[src/rtl/hmem_loader.sv]
// Fill stage for the polynomial memory: reduces a stream of coefficients from [0, 2Q) to [0, Q),
// writes them to consecutive addresses from BASE_ADDR, then zero-pads the operand up to PAD_LEN words.
module hmem_loader #(
  parameter int RAM_WIDTH     = 13,
  parameter int RAM_ADDR_BITS = 11,
  parameter int IN_WIDTH      = 14,
  parameter int Q             = 5167,
  parameter int N_COEFF       = 757,
  parameter int PAD_LEN       = 768,
  parameter int BASE_ADDR     = 0
) (
  input  logic                     clk,
  input  logic                     rst_n,
  input  logic                     start,
  input  logic                     in_valid,
  input  logic [IN_WIDTH-1:0]      in_data,
  output logic                     in_ready,
  output logic                     write_enable,
  output logic [RAM_ADDR_BITS-1:0] write_address,
  output logic [RAM_WIDTH-1:0]     input_data,
  output logic                     busy,
  output logic                     done,
  output logic                     range_err
);

  localparam int CW = RAM_ADDR_BITS + 1;
  localparam logic [CW-1:0] LAST_COEFF = CW'(N_COEFF - 1);
  localparam logic [CW-1:0] COEFF_END = CW'(N_COEFF);
  localparam logic [CW-1:0] PAD_END = CW'(PAD_LEN);
  localparam logic [IN_WIDTH:0] Q_EXT = (IN_WIDTH + 1)'(Q);
  localparam logic [RAM_ADDR_BITS-1:0] BASE = RAM_ADDR_BITS'(BASE_ADDR);

  typedef enum logic [1:0] {IDLE, LOAD, PAD, DONE} state_t;

  state_t            state;
  logic [CW-1:0]     count;
  logic [IN_WIDTH:0] x_ext;
  logic [IN_WIDTH:0] x_sub;
  logic [IN_WIDTH:0] reduced_full;
  logic              over;
  logic              handshake;

  // A single conditional subtraction; a result still >= Q means the input was >= 2Q.
  always_comb begin
    x_ext        = {1'b0, in_data};
    x_sub        = x_ext - Q_EXT;
    reduced_full = (x_ext < Q_EXT) ? x_ext : x_sub;
    over         = (reduced_full >= Q_EXT);
    handshake    = in_valid & in_ready;
  end

  always_ff @(posedge clk or negedge rst_n) begin
    if (!rst_n) begin
      state         <= IDLE;
      count         <= '0;
      in_ready      <= 1'b0;
      write_enable  <= 1'b0;
      write_address <= '0;
      input_data    <= '0;
      busy          <= 1'b0;
      done          <= 1'b0;
      range_err     <= 1'b0;
    end else begin
      write_enable <= 1'b0;
      done         <= 1'b0;
      case (state)
        IDLE: begin
          if (start) begin
            state     <= LOAD;
            count     <= '0;
            range_err <= 1'b0;
            in_ready  <= 1'b1;
            busy      <= 1'b1;
          end
        end
        LOAD: begin
          if (handshake) begin
            write_enable  <= 1'b1;
            write_address <= BASE + count[RAM_ADDR_BITS-1:0];
            input_data    <= reduced_full[RAM_WIDTH-1:0];
            count         <= count + CW'(1);
            if (over) begin
              range_err <= 1'b1;
            end
            if (count == LAST_COEFF) begin
              in_ready <= 1'b0;
              if (PAD_LEN > N_COEFF) begin
                state <= PAD;
              end
            end
          end else if (count == COEFF_END) begin
            // Unpadded build: one drain cycle lets the last write land before done.
            busy  <= 1'b0;
            done  <= 1'b1;
            state <= DONE;
          end
        end
        PAD: begin
          if (count == PAD_END) begin
            busy  <= 1'b0;
            done  <= 1'b1;
            state <= DONE;
          end else begin
            write_enable  <= 1'b1;
            write_address <= BASE + count[RAM_ADDR_BITS-1:0];
            input_data    <= '0;
            count         <= count + CW'(1);
          end
        end
        DONE: begin
          state <= IDLE;
        end
        default: begin
          state <= IDLE;
        end
      endcase
    end
  end

endmodule

[config.mk]
export PLATFORM = sky130hd
export DESIGN_NAME = hmem_loader
export DESIGN_NICKNAME = d
export VERILOG_FILES = /design/src/rtl/hmem_loader.sv
export SDC_FILE = /design/constraint.sdc
export NUM_CORES = 1
export LEC_CHECK = 0
export BUFFER_PORTS_ARGS = -buffer_cell sky130_fd_sc_hd__buf_2
export CAP_MARGIN = 20
export CORE_ASPECT_RATIO = 2
export CORE_MARGIN = 2
export CORE_UTILIZATION = 40
export CTS_BUF_LIST = sky130_fd_sc_hd__clkbuf_4
export CTS_CLUSTER_DIAMETER = 40
export DETAILED_ROUTE_END_ITERATION = 10
export SYNTH_ARGS = -nofsm -noshare
export SYNTH_HDL_FRONTEND = slang
export SYNTH_SLANG_ARGS = --single-unit
[constraint.sdc]
create_clock -name clk -period 3.99 [get_ports clk]
set_input_delay 0.798 -clock clk [delete_from_list [all_inputs] [get_ports clk]]
set_output_delay 0.798 -clock clk [all_outputs]
set_load 0.02 [all_outputs]
==> impl_metrics.env <==
export IMPL_synth_ff_type="dfrtp_1"
export IMPL_finalNetCount=340
export IMPL_totalPowerFinal_mw=1.61
export IMPL_dieArea_sq_um=6840
export IMPL_ir_drop_uv=257
export IMPL_first_iter_violations=57
export IMPL_dp_hpwl_um=4480
export IMPL_fin_cells=379
export IMPL_reg2reg_depth=8
export IMPL_cp_arrival_ns=2.76
export IMPL_cts_resized=0
export IMPL_p_sw_uw=699
export IMPL_dp_cells=370
export IMPL_pwr_density_cell_nw_per_um2=571
export IMPL_num_vias=2059
export IMPL_synth_top_cell_area_share=0.437
export IMPL_swShare=0.433
export IMPL_pin_count=47
export IMPL_avgViaCountPerCell=5.43
export IMPL_synth_top_family_by_area="simple AND/OR/NAND/NOR gates"
export IMPL_die_w_um=59.5
export IMPL_initial_utilization=0.410
export IMPL_syn_area_sq_um=2460
export IMPL_maxCapViolations=0
export IMPL_area_growth_pct=14.7
export IMPL_layout_min_cycle_time_ns=2.46
export IMPL_min_path_cells=1
export IMPL_grt_pass1_wl_um=9630
export IMPL_async_reset_ff_frac=1.00
export IMPL_fin_crit_sh=0.617
export IMPL_min_path_type="flip-flop to flip-flop"
export IMPL_grt_overflow=0
export IMPL_cts_max_level=2
export IMPL_rsz0062_at_grt="no"
export IMPL_tritoncts="built"
export IMPL_p_int_uw=916
export IMPL_drc=0
export IMPL_grt_pass1_vias=2030
export IMPL_pwr_share_comb=0.447
export IMPL_finalHoldViolations=0
export IMPL_fin_setup_tns_ns=0
export IMPL_synth_edf_count=0
export IMPL_synth_xor_xnor_area_share=0.0569
export IMPL_multi_input_area_sq_um=1300
export IMPL_final_area_sq_um=2830
export IMPL_filler_cell_count=629
export IMPL_yosys_warnings=0
export IMPL_core_sq_um=6010
export IMPL_cts_setup_buffers=0
export IMPL_p_clk_frac=0.176
export IMPL_synth_common_cells="43 x dfrtp_1, 42 x nand2_1, 32 x o21ai_0"
export IMPL_grt_max_degree=44
export IMPL_antenna_left=0
export IMPL_cts_buffers=5
export IMPL_synthTopCellsByArea="dfrtp_1 44%, o21ai_0 6.5%, nand2_1 6.4%"
export IMPL_fin_util=0.471
export IMPL_syn_inst=268
export IMPL_yosysSeqAreaShare=0.437
export IMPL_synth_largest_area_cell="dfrtp_1"
export IMPL_cts_hold_buf=0
export IMPL_cts_sinks=43
export IMPL_placed_cell_area_sq_um=2750
export IMPL_final_setup_worst_slack_ns=1.53
export IMPL_cts_buffer_depth=2
export IMPL_final_seq_area_sq_um=1080
export IMPL_clk_pin_slew_ns=0.13
export IMPL_post_place_ws_ns=1.29
export IMPL_globalplace_congestion=0.811
export IMPL_final_setup_skew_ns=0.0127
export IMPL_track_usage=0.187
export IMPL_worstPathMaxFanout=4
export IMPL_drive_gt1_frac=0.216
export IMPL_final_max_slew_viol_count=0
export IMPL_routed_wl_um=5770
export IMPL_worstMarginPinSlew_ns=0.917
export IMPL_critPathKind="flip-flop to flip-flop"
export IMPL_synth_simple_gate_area_frac=0.208
export IMPL_antenna_found_initial=0
export IMPL_rows=40
export IMPL_synth_compound_area_share=0.175
export IMPL_wl_per_cell_um=15.2
export IMPL_start_kind="flip-flop"
export IMPL_syn_nets=294
export IMPL_outcome="finished, final reports clean"
export IMPL_synthAdderAreaFrac=0.0406
export IMPL_slew_limit_headroom=0.388
export IMPL_pwr_share_seq=0.377
export IMPL_dr_pass1_iters=4
export IMPL_p_leak_nw=1.36
export IMPL_synth_mux_area_frac=0.0457
export IMPL_cts_root_buf="clkbuf_4"
export IMPL_yosysMostFrequentCell="dfrtp_1"
export IMPL_cp_required_ns=4.29
export IMPL_hold_slack_ns=0.486
export IMPL_setup_viol=0
export IMPL_io_buffers=46
export IMPL_clk_latency_ns=0.38
export IMPL_synth_seq_cells=43
export IMPL_fmax_ghz=0.406
export IMPL_yosysUniqueCellTypes=50
export IMPL_die_h_um=115
export IMPL_crit_path_end_kind="flip-flop"
export IMPL_syn_area_per_cell_sq_um=9.20
-- critical path, stage by stage, from the launching register on --
cell and delay [ns]:
dfrtp_1 0.42, inv_1 0.18, ha_1 0.24, nor4b_1 0.41
nand3_1 0.13, nand2_1 0.14, nand2_1 0.06, a2111oi_0 0.57
mux2i_1 0.25
-- path summary, 6_finish.rpt --
path                                    start                to  slack (ns)
worst max-delay path                 count[1]              busy        1.53
worst min-delay path            input_data[7]     input_data[7]        0.49
worst min register to register  input_data[7]     input_data[7]        0.49
min in group asynchronous               rst_n  write_address[6]        0.53
max in group asynchronous               rst_n          in_ready        2.87
worst max register to register       count[1]              busy        1.53
-- sequential cells by signal (all words and copies together) (netlist names) --
name and cells:
done 1, state 2, write_address 11, write_enable 1
count 12, busy 1, in_ready 1, range_err 1
input_data 13
-- logic make-up after synthesis --
| logic type | Yosys count |
|---|---|
| muxes | 10 |
| adders and majority gates | 8 |
| AOI/OAI and AO/OA | 69 |
| xor gates and xnor gates | 16 |
| buffers and inverters | 23 |
| and+or+nand+nor | 99 |
| DFF | 43 |
-- layout by cell type, fill, tap and decap left out, drive strengths merged, types with 2 or more instances in the layout --
| cell | count |
|---|---|
| and3 | 2 |
| clkbuf | 5 |
| nor2 | 14 |
| nand2b | 3 |
| buf | 47 |
| o31ai | 4 |
| a21o | 2 |
| nand3 | 11 |
| nand4 | 6 |
| o311ai | 2 |
| xnor2 | 8 |
| and2 | 2 |
| dfrtp | 43 |
| nor3b | 2 |
| nor4b | 3 |
| inv | 16 |
| o21ai | 33 |
| mux2i | 3 |
| xor2 | 8 |
| ha | 8 |
| a21boi | 2 |
| a21oi | 13 |
| o21a | 2 |
| mux2 | 7 |
| nor3 | 4 |
| or3 | 5 |
| a22o | 2 |
| nand2 | 42 |
-- routing by layer --
metal | track usage | part of all wire | up-vias
li1 | - | - | 1034
met1 | 0.186 | 0.36 | 980
met2 | 0.358 | 0.58 | 36
met3 | 0.0292 | 0.025 | 9
met4 | 0.0859 | 0.028 | 0
met5 | 0 | 0 | -
-- final cells by class --
class | instances | area share
diodes | 1 | 0.000885
clock buffers | 5 | 0.0133
clock inverters | 3 | 0.0150
inverters | 15 | 0.0199
multi-input cells | 202 | 0.458
flip-flops and latches | 43 | 0.381
well taps | 63 | 0.0279
repair buffers | 47 | 0.0841
-- power groups by stage --
| stage | Sequential [mW] | Clock [mW] | Combinational, mW |
|---|---|---|---|
| after floorplan | 0.699 | 0 | 0.413 |
| after global placement | 0.620 | 0 | 0.721 |
| after detailed placement | 0.621 | 0 | 0.732 |
| after CTS | 0.612 | 0.294 | 0.735 |
| after global routing | 0.624 | 0.307 | 0.818 |
| final | 0.609 | 0.284 | 0.722 |
Note: power is estimated with default switching activity, not from simulation.
